===== src/rtl/instruction_cache_if.sv =====
// Block-read handshake between the instruction cache (master) and the
// 16-byte-block instruction memory (slave).
interface instruction_cache_if;
    logic         mem_read;
    logic [5:0]   mem_address;
    logic [127:0] mem_readinst;
    logic         mem_busywait;

    modport master (
        output mem_read,
        output mem_address,
        input  mem_readinst,
        input  mem_busywait
    );

    modport slave (
        input  mem_read,
        input  mem_address,
        output mem_readinst,
        output mem_busywait
    );
endinterface


===== src/rtl/instruction_cache.sv =====
// Direct-mapped read-only instruction cache, 8 lines x 16 B, single-cycle hits.
// Optional hit/miss statistics counters are built when ICACHE_STATS_EN is defined.
module instruction_cache (
    input  logic                 clock,
    input  logic                 reset,
    instruction_cache_if.master  mem,
    input  logic                 read,
    input  logic [9:0]           address,
    output logic [31:0]          instruction,
    output logic                 busywait
`ifdef ICACHE_STATS_EN
    ,
    output logic [15:0]          hit_count,
    output logic [15:0]          miss_count
`endif
);

    localparam int LINES  = 8;
    localparam int LINE_W = 128;

    typedef enum logic [1:0] {
        IDLE,
        MEM_READ,
        UPDATE
    } state_t;

    state_t              state_q;
    logic [LINES-1:0]    valid_q;
    logic [2:0]          tag_q  [LINES];
    logic [LINE_W-1:0]   data_q [LINES];
    logic [2:0]          miss_tag_q;
    logic [2:0]          miss_index_q;
    logic                mem_read_q;
    logic                busy_q;

    logic [2:0]          tag;
    logic [2:0]          index;
    logic [1:0]          offset;
    logic                hit;
    logic                miss;
    logic [LINE_W-1:0]   line;
    logic                unused_addr_bits;

    assign tag              = address[9:7];
    assign index            = address[6:4];
    assign offset           = address[3:2];
    assign unused_addr_bits = ^address[1:0];

    assign hit  = read & valid_q[index] & (tag_q[index] == tag);
    assign miss = read & ~hit;
    assign line = data_q[index];

    assign instruction = reset ? 32'd0 : line[32*offset +: 32];
    assign busywait    = ~reset & (busy_q | miss);

    assign mem.mem_read    = mem_read_q;
    assign mem.mem_address = {miss_tag_q, miss_index_q};

    // Control FSM: busy_q covers the MEM_READ and UPDATE cycles of a miss.
    always_ff @(posedge clock) begin
        if (reset) begin
            state_q      <= IDLE;
            valid_q      <= '0;
            miss_tag_q   <= '0;
            miss_index_q <= '0;
            mem_read_q   <= 1'b0;
            busy_q       <= 1'b0;
        end else begin
            case (state_q)
                IDLE: begin
                    if (miss) begin
                        miss_tag_q   <= tag;
                        miss_index_q <= index;
                        mem_read_q   <= 1'b1;
                        busy_q       <= 1'b1;
                        state_q      <= MEM_READ;
                    end
                end
                MEM_READ: begin
                    if (!mem.mem_busywait) begin
                        mem_read_q <= 1'b0;
                        state_q    <= UPDATE;
                    end
                end
                UPDATE: begin
                    valid_q[miss_index_q] <= 1'b1;
                    busy_q                <= 1'b0;
                    state_q               <= IDLE;
                end
                default: begin
                    mem_read_q <= 1'b0;
                    busy_q     <= 1'b0;
                    state_q    <= IDLE;
                end
            endcase
        end
    end

    // Tag and data arrays are not reset; valid_q alone decides whether a line counts.
    always_ff @(posedge clock) begin
        if (state_q == UPDATE) begin
            tag_q[miss_index_q]  <= miss_tag_q;
            data_q[miss_index_q] <= mem.mem_readinst;
        end
    end

`ifdef ICACHE_STATS_EN
    logic [15:0] hit_cnt_q,  hit_cnt_d;
    logic [15:0] miss_cnt_q, miss_cnt_d;

    function automatic logic [15:0] sat_inc(input logic [15:0] v);
        return (v == 16'hFFFF) ? v : v + 16'd1;
    endfunction

    always_comb begin
        hit_cnt_d  = hit_cnt_q;
        miss_cnt_d = miss_cnt_q;
        if (state_q == IDLE) begin
            if (hit)  hit_cnt_d  = sat_inc(hit_cnt_q);
            if (miss) miss_cnt_d = sat_inc(miss_cnt_q);
        end
    end

    always_ff @(posedge clock) begin
        if (reset) begin
            hit_cnt_q  <= '0;
            miss_cnt_q <= '0;
        end else begin
            hit_cnt_q  <= hit_cnt_d;
            miss_cnt_q <= miss_cnt_d;
        end
    end

    assign hit_count  = hit_cnt_q;
    assign miss_count = miss_cnt_q;
`endif

endmodule


===== src/flat_wrapper.sv =====
// flat-port wrapper written by rule: the top's interface ports become plain ports
module instruction_cache_flat 
  (clock, reset, read, address, instruction, busywait, mem_mem_read, mem_mem_address, mem_mem_readinst, mem_mem_busywait);
  instruction_cache_if mem_i ();
  input  logic clock;
  input  logic reset;
  input  logic read;
  input  logic [9:0] address;
  output logic [31:0] instruction;
  output logic busywait;
  output wire logic [$bits(mem_i.mem_read)-1:0] mem_mem_read;
  output wire logic [$bits(mem_i.mem_address)-1:0] mem_mem_address;
  input wire logic [$bits(mem_i.mem_readinst)-1:0] mem_mem_readinst;
  input wire logic [$bits(mem_i.mem_busywait)-1:0] mem_mem_busywait;
  assign mem_mem_read = mem_i.mem_read;
  assign mem_mem_address = mem_i.mem_address;
  assign mem_i.mem_readinst = mem_mem_readinst;
  assign mem_i.mem_busywait = mem_mem_busywait;
  instruction_cache u_core (.clock(clock), .reset(reset), .mem(mem_i), .read(read), .address(address), .instruction(instruction), .busywait(busywait));
endmodule

===== config.mk =====
export PLATFORM = sky130hd
export DESIGN_NAME = instruction_cache_flat
export DESIGN_NICKNAME = d
export VERILOG_FILES = /design/src/rtl/instruction_cache_if.sv /design/src/rtl/instruction_cache.sv /design/src/flat_wrapper.sv
export SDC_FILE = /design/constraint.sdc
export NUM_CORES = 1
export LEC_CHECK = 0
export ABC_AREA = 1
export CORE_ASPECT_RATIO = 2
export CORE_MARGIN = 1.5
export CORE_UTILIZATION = 40
export DETAILED_ROUTE_END_ITERATION = 10
export PLACE_DENSITY = 0.59
export SYNTH_ARGS = -nofsm -noshare
export SYNTH_HDL_FRONTEND = slang
export SYNTH_SLANG_ARGS = --single-unit

===== constraint.sdc =====
create_clock -name clock -period 8.92 [get_ports clock]
set_input_delay 1.784 -clock clock [delete_from_list [all_inputs] [get_ports clock]]
set_output_delay 1.784 -clock clock [all_outputs]
set_load 0.01 [all_outputs]

==> results of run 1 <==
==> layer usage <==
| metal | global-route usage | vias up | wire length (microns) |
|---|---|---|---|
| met5 | 0 | - | 195 |
| met4 | 0.08074 | 30 | 3516 |
| met3 | 0.04063 | 229 | 7014 |
| met1 | 0.2612 | 13350 | 45420 |
| li1 | - | 11690 | - |
| met2 | 0.3513 | 836 | 55120 |
==> power by group <==
part	switching, mW	internal (mW)
Sequential	0.00859	5.52
Clock	1.71	1.92
Combinational	0.421	0.201
==> Yosys cell counts <==
cell type	count
a21oi_1	24
a31oi_1	32
buf_1	12
buf_12	1
buf_2	67
buf_4	17
buf_6	28
buf_8	2
clkbuf_1	100
clkbuf_2	2
clkinv_1	1
dfxtp_1	18
edfxtp_1	1048
inv_1	37
inv_2	3
inv_4	1
nand2_1	87
nand2_2	1
nand2_4	1
nand3_1	144
nand3b_1	1
nor2_1	615
nor4_1	1
o21ai_0	498
o21ai_1	47
o221ai_1	190
o22ai_1	66
==> area by class of cell <==
class | count | area, sq um
fill | 8985 | 56190
timing repair buffer | 233 | 2310
sequential | 1066 | 31830
clock inverter | 53 | 376.6
clock buffer | 100 | 2247
antenna | 10 | 25.02
tap | 1352 | 1692
multi-input combinational | 1707 | 8572
inverter | 42 | 188.9
==> worst max-delay path, delay by kind of cell <==
family                 cells  cell delay, ns
buffers and inverters      4            1.84
AOI/OAI and AO/OA          3            0.68
and+or+nand+nor            3            0.40
==> registers in the layout, indices dropped and copies added, names as in the netlist <==
| register | flops |
|---|---|
| u_core.mem.mem_read | 1 |
| u_core.miss_index_q | 3 |
| u_core.miss_tag_q | 3 |
| u_core.data_q | 1024 |
| u_core.tag_q | 24 |
| u_core.valid_q | 8 |
| u_core.state_q | 2 |
| u_core.busy_q | 1 |
==> through the flow <==
step,cell area [sq um],util
after floorplan,41760,-
after global placement,44590,0.4311
after detailed placement,44590,0.4311
after CTS,47220,0.4565
after global routing,47230,0.4566
final,47240,0.4567
==> cell families after synthesis <==
group / Yosys count
AOI/OAI and AO/OA: 857
and+or+nand+nor: 850
DFF: 1066
buffers and inverters: 271
==> worst max path at each step <==
stage	from	end	cells after the start
3_3_place_gp	reset	instruction[13]	6
6_report	address[4]	instruction[11]	10
2_1_floorplan	u_core.state_q[1]	u_core.data_q[1][0]	6
3_5_place_dp	address[4]	instruction[17]	9
5_1_grt	address[4]	instruction[17]	9
4_1_cts	reset	instruction[13]	6
==> flow_metrics.py, run 1 <==
metrics = {
    "cts": {
        "cts_setup_buffers": 0,
        "path_clk_slew_ns": 0.07,
        "clockBufferDepth": 3,
        "clock_latency_ns": 0.68,
        "cts_root_buf": "clkbuf_16",
        "cts_resized": 0,
        "hold_buffers": 0,
        "clock_sinks": 1066,
        "tritoncts": "done",
        "htree_num_levels": 3,
        "numCtsBuffers": 86,
    },
    "placed_design": {
        "numPortBuffers": 179,
        "post-place-ws_ns": 2.035,
        "place_hpwl_microns": 58620,
        "dp_cells": 4400,
        "place.gp.congestion": 0.7522,
    },
    "setup_path": {
        "worstReg2RegStart": "u_core.state_q[1]",
        "r2r-end": "u_core.data_q[2][123]",
        "r2r_cells": 8,
        "slowest_delay_ns": 0.63,
        "crit_chain": "buf_8, inv_16, buf_4, o21ai_1, o221ai_1, nand3_1, nand3_1, nand2_1, a31oi_1, clkdlybuf4s50_1",
        "cp_slowest_cell": "clkdlybuf4s50_1",
        "worstSetupEndpointType": "output pin",
        "crit_path_frequent_cell": "nand3_1",
        "worstPathArrival_ns": 5.11,
        "worstSetupPathType": "input port to output pin",
        "rrSetupSlack_ns": 5.48,
        "cp.required_ns": 7.14,
        "crit_path_max_fanout": 224,
        "critPathLaunchType": "input port",
    },
    "worst_hold_path": {
        "worstHoldPathCells": 1,
        "hp-start": "u_core.state_q[1]",
        "worst_hold_path.endpoint": "u_core.state_q[1]",
        "min_path_type": "flip-flop to flip-flop",
    },
    "synth": {
        "synth-compound-area-share": 0.1227,
        "synthXorXnorAreaFrac": 0,
        "ys_top_cells_by_area": "edfxtp_1 75%, o21ai_0 6.0%, nor2_1 5.5%",
        "synthSimpleGateAreaFrac": 0.08110,
        "synth-seq-area-share": 0.7622,
        "yosys_warnings": 0,
        "synth_area_sq_um": 41760,
        "synth_top_area_share": 0.7536,
        "muxShareOfSynthArea": 0,
        "synth_area_leader_cell": "edfxtp_1",
        "syn_avg_cell_area_sq_um": 13.72,
        "synthCells": 3044,
        "synth_top_family_by_area": "compound AO/OA/AOI/OAI gates",
        "synth-seq-cells": 1066,
        "synth.distinct_cells": 27,
        "synth_nets": 3186,
        "synth_fa_ha_area_frac": 0,
    },
    "final_layout": {
        "areaGrowthSynthToFinish_pct": 13.12,
        "nets": 3278,
        "drive_gt1_frac": 0.05904,
        "layout_commonest_cell": "edfxtp_1",
        "fin_cells": 4563,
        "final_cell_mix": "1,048 x edfxtp_1, 607 x nor2_1, 498 x o21ai_0",
    },
    "grt": {
        "antenna_found_initial": 23,
        "grt_pass1_wl_microns": 163800,
        "grtUsageTotal": 0.2076,
        "grt-ovfl-total": 0,
        "grt_pass1_vias": 25990,
        "grt_max_degree": 225,
    },
    "detailed_routing": {
        "drt_first_pass_iters": 6,
        "drc": 0,
        "drt_iter0_drc": 2001,
        "drt_wl_total_microns": 111300,
        "wl_per_cell_microns": 24.39,
        "ant_nets": 0,
        "vias": 26140,
        "vias_per_cell": 5.728,
    },
    "pwr": {
        "p_per_area_nw_per_um2": 207.0,
        "p_total_mw": 9.778,
        "irDropWorstVdd_mv": 0.1441,
        "p_leak_nw": 14.67,
    },
    "floorplanning": {
        "num_rows": 167,
        "die-area_sq_um": 106500,
        "dieWidth_microns": 231.5,
        "fp.dieH_microns": 460.0,
        "num_io_pins": 182,
        "core-area_sq_um": 103400,
        "initial_core_util": 0.4038,
    },
    "outcome": {
        "outcome": "finished clean",
    },
    "sta": {
        "setup-violations-final": 0,
        "skew_ns": 0.02011,
        "maxSlewHeadroom": 0.2958,
        "whs_ns": 0.4532,
        "setup_tns_ns": 0,
        "period_share": 0.7730,
        "setup_slack_ns": 2.025,
        "tightest_slew_ns": 1.054,
        "finalHoldViolations": 0,
        "fmax_ghz": 0.1450,
        "final_max_slew_viol_count": 0,
        "post-route-min-period_ns": 6.895,
        "rsz0062_at_grt": "no",
    },
    "job": {
        "drv_cap": 0,
    },
}
Power figures use the tool's default switching activity.
==> run 2: changes to the inputs <==
PLACE_DENSITY = 0.61   (was 0.59)
clock period = 5.76 ns   (was 8.92 ns; I/O delays follow)
==> run 2 against run 1 <==
Compared with the run above: sequential share of layout area is 0.92 points lower; via count down 0.28%; clock-buffer cell count grew 5; combinational power grew 59%; worst setup slack lost 1.3 ns; largest cell class unchanged.
==> flow_metrics.py, run 2 (synthesis results as in run 1) <==
metrics = {
    "outcome": {
        "outcome": "finished clean",
    },
    "setup_path": {
        "slowest_delay_ns": 0.64,
        "r2r_cells": 7,
        "worstReg2RegStart": "u_core.state_q[1]",
        "rrSetupSlack_ns": 2.94,
        "worstPathArrival_ns": 3.88,
        "cp_slowest_cell": "clkdlybuf4s50_1",
        "worstSetupEndpointType": "output pin",
        "r2r-end": "u_core.data_q[7][16]",
        "cp.required_ns": 4.61,
        "worstSetupPathType": "input port to output pin",
        "path_depth": 10,
        "critPathLaunchType": "input port",
        "crit_buf_inv": 4,
        "crit_path_frequent_cell": "nand3_1",
        "crit_path_max_fanout": 100,
        "crit_chain": "buf_8, inv_16, buf_12, o21ai_0, o221ai_1, nand3_1, nand3_1, nand2_1, a31oi_1, clkdlybuf4s50_1",
        "crit_family": "buffers and inverters",
    },
    "pwr": {
        "p_per_area_nw_per_um2": 323.6,
        "irDropWorstVdd_mv": 0.2308,
        "p_leak_nw": 15.00,
    },
    "cts": {
        "tritoncts": "done",
        "clock_latency_ns": 0.67,
        "clock_sinks": 1066,
        "htree_num_levels": 3,
        "path_clk_slew_ns": 0.07,
        "hold_buffers": 0,
        "cts_root_buf": "clkbuf_16",
        "clockBufferDepth": 3,
        "cts_resized": 0,
        "numCtsBuffers": 88,
        "cts_setup_buffers": 0,
    },
    "final_layout": {
        "regArea_sq_um": 31830,
        "nFillCells": 8956,
        "postLayoutCellArea_sq_um": 47900,
        "reg_top3": "u_core.data_q: 1024 flops, u_core.tag_q: 24 flops, u_core.valid_q: 8 flops",
        "final_cell_mix": "1,048 x edfxtp_1, 607 x nor2_1, 498 x o21ai_0",
        "layout_commonest_cell": "edfxtp_1",
        "drive_gt1_frac": 0.07178,
        "nets": 3305,
        "multiInputGateArea_sq_um": 8572,
        "largest_reg_flops": 1024,
        "fin_cells": 4590,
        "areaGrowthSynthToFinish_pct": 14.69,
        "largest-register": "u_core.data_q",
    },
    "placed_design": {
        "dp_cells": 4425,
        "dpl_cell_area_sq_um": 45050,
        "numPortBuffers": 179,
        "place.gp.congestion": 0.7370,
        "place_hpwl_microns": 60670,
    },
    "worst_hold_path": {
        "worst_hold_path.endpoint": "u_core.mem.mem_read",
        "min_path_type": "flip-flop to flip-flop",
        "hp-start": "u_core.mem.mem_read",
        "worstHoldPathCells": 2,
    },
    "sta": {
        "period_share": 0.8737,
        "rsz0062_at_grt": "no",
        "setup_tns_ns": 0,
        "setup-violations-final": 0,
        "final_max_slew_viol_count": 0,
        "maxSlewHeadroom": 0.2245,
        "tightest_slew_ns": 1.161,
        "skew_ns": 0.01886,
        "post-route-min-period_ns": 5.033,
        "finalHoldViolations": 0,
        "fmax_ghz": 0.1987,
    },
    "detailed_routing": {
        "drt_wl_total_microns": 110900,
        "wl_per_cell_microns": 24.16,
        "drt_first_pass_iters": 6,
        "vias": 26060,
        "ant_nets": 0,
        "drt_iter0_drc": 2109,
        "vias_per_cell": 5.678,
        "drc": 0,
    },
    "floorplanning": {
        "initial_core_util": 0.4038,
        "fp.dieH_microns": 460.0,
        "num_io_pins": 182,
        "num_rows": 167,
        "die-area_sq_um": 106500,
        "dieWidth_microns": 231.5,
        "core-area_sq_um": 103400,
    },
    "grt": {
        "grtUsageTotal": 0.2071,
        "grt_pass1_vias": 25660,
        "antenna_found_initial": 19,
        "grt-ovfl-total": 0,
        "grt_max_degree": 118,
        "grt_pass1_wl_microns": 163700,
    },
    "job": {
        "drv_cap": 0,
    },
}
-- run 2: where the power goes --
group / internal [mW] / switching [mW]
Sequential: 8.54 / 0.0136
Clock: 3.24 / 2.71
Combinational: 0.338 / 0.653
Total: 12.1 / 3.37
-- run 2: layout make-up --
| class | count | share of cell area |
|---|---|---|
| Antenna cell | 6 | 0.0003135 |
| Clock buffer | 105 | 0.04909 |
| Clock inverter | 54 | 0.009953 |
| Inverter | 42 | 0.003892 |
| Multi-Input combinational cell | 1707 | 0.1790 |
| Sequential cell | 1066 | 0.6646 |
| Tap cell | 1352 | 0.03532 |
| Timing Repair Buffer | 258 | 0.05789 |
-- run 2: how the worst max path moves through the flow --
stage                            startpoint             endpoint
after floorplan           u_core.state_q[1]  u_core.data_q[2][0]
after global placement           address[4]       instruction[8]
after detailed placement         address[4]      instruction[25]
after CTS                        address[4]      instruction[25]
after global routing             address[4]       instruction[8]
final                            address[4]       instruction[8]
-- run 2: stage by stage --
| step | hold slack (ns) | setup WS, ns | power, mW | utilization |
|---|---|---|---|---|
| after global placement | 0.4307 | 0.7639 | 9.708 | 0.4356 |
| final | 0.4640 | 0.7272 | 15.50 | 0.4631 |
| after CTS | 0.4632 | 0.7535 | 15.60 | 0.4629 |
| after floorplan | 0.4184 | -1.014 | 9.243 | - |
| after global routing | 0.4824 | 0.5226 | 15.95 | 0.4630 |
| after detailed placement | 0.4351 | 0.7578 | 9.723 | 0.4356 |
-- run 2: worst reg2reg max path: stages (launching register included) --
cell     delay, ns
dfxtp_1       0.36
inv_1         0.08
nor2_1        0.09
inv_1         0.07
nor2_1        0.08
inv_1         0.16
nor2_4        0.91
buf_12        0.54
-- run 2: layer usage --
| metal | GRT usage | vias to the layer above | routed length [microns] |
|---|---|---|---|
| met2 | 0.3598 | 770 | 56170 |
| met1 | 0.2591 | 13340 | 45160 |
| met3 | 0.03952 | 175 | 6584 |
| li1 | - | 11750 | - |
| met4 | 0.06556 | 26 | 2829 |
| met5 | 0 | - | 165 |
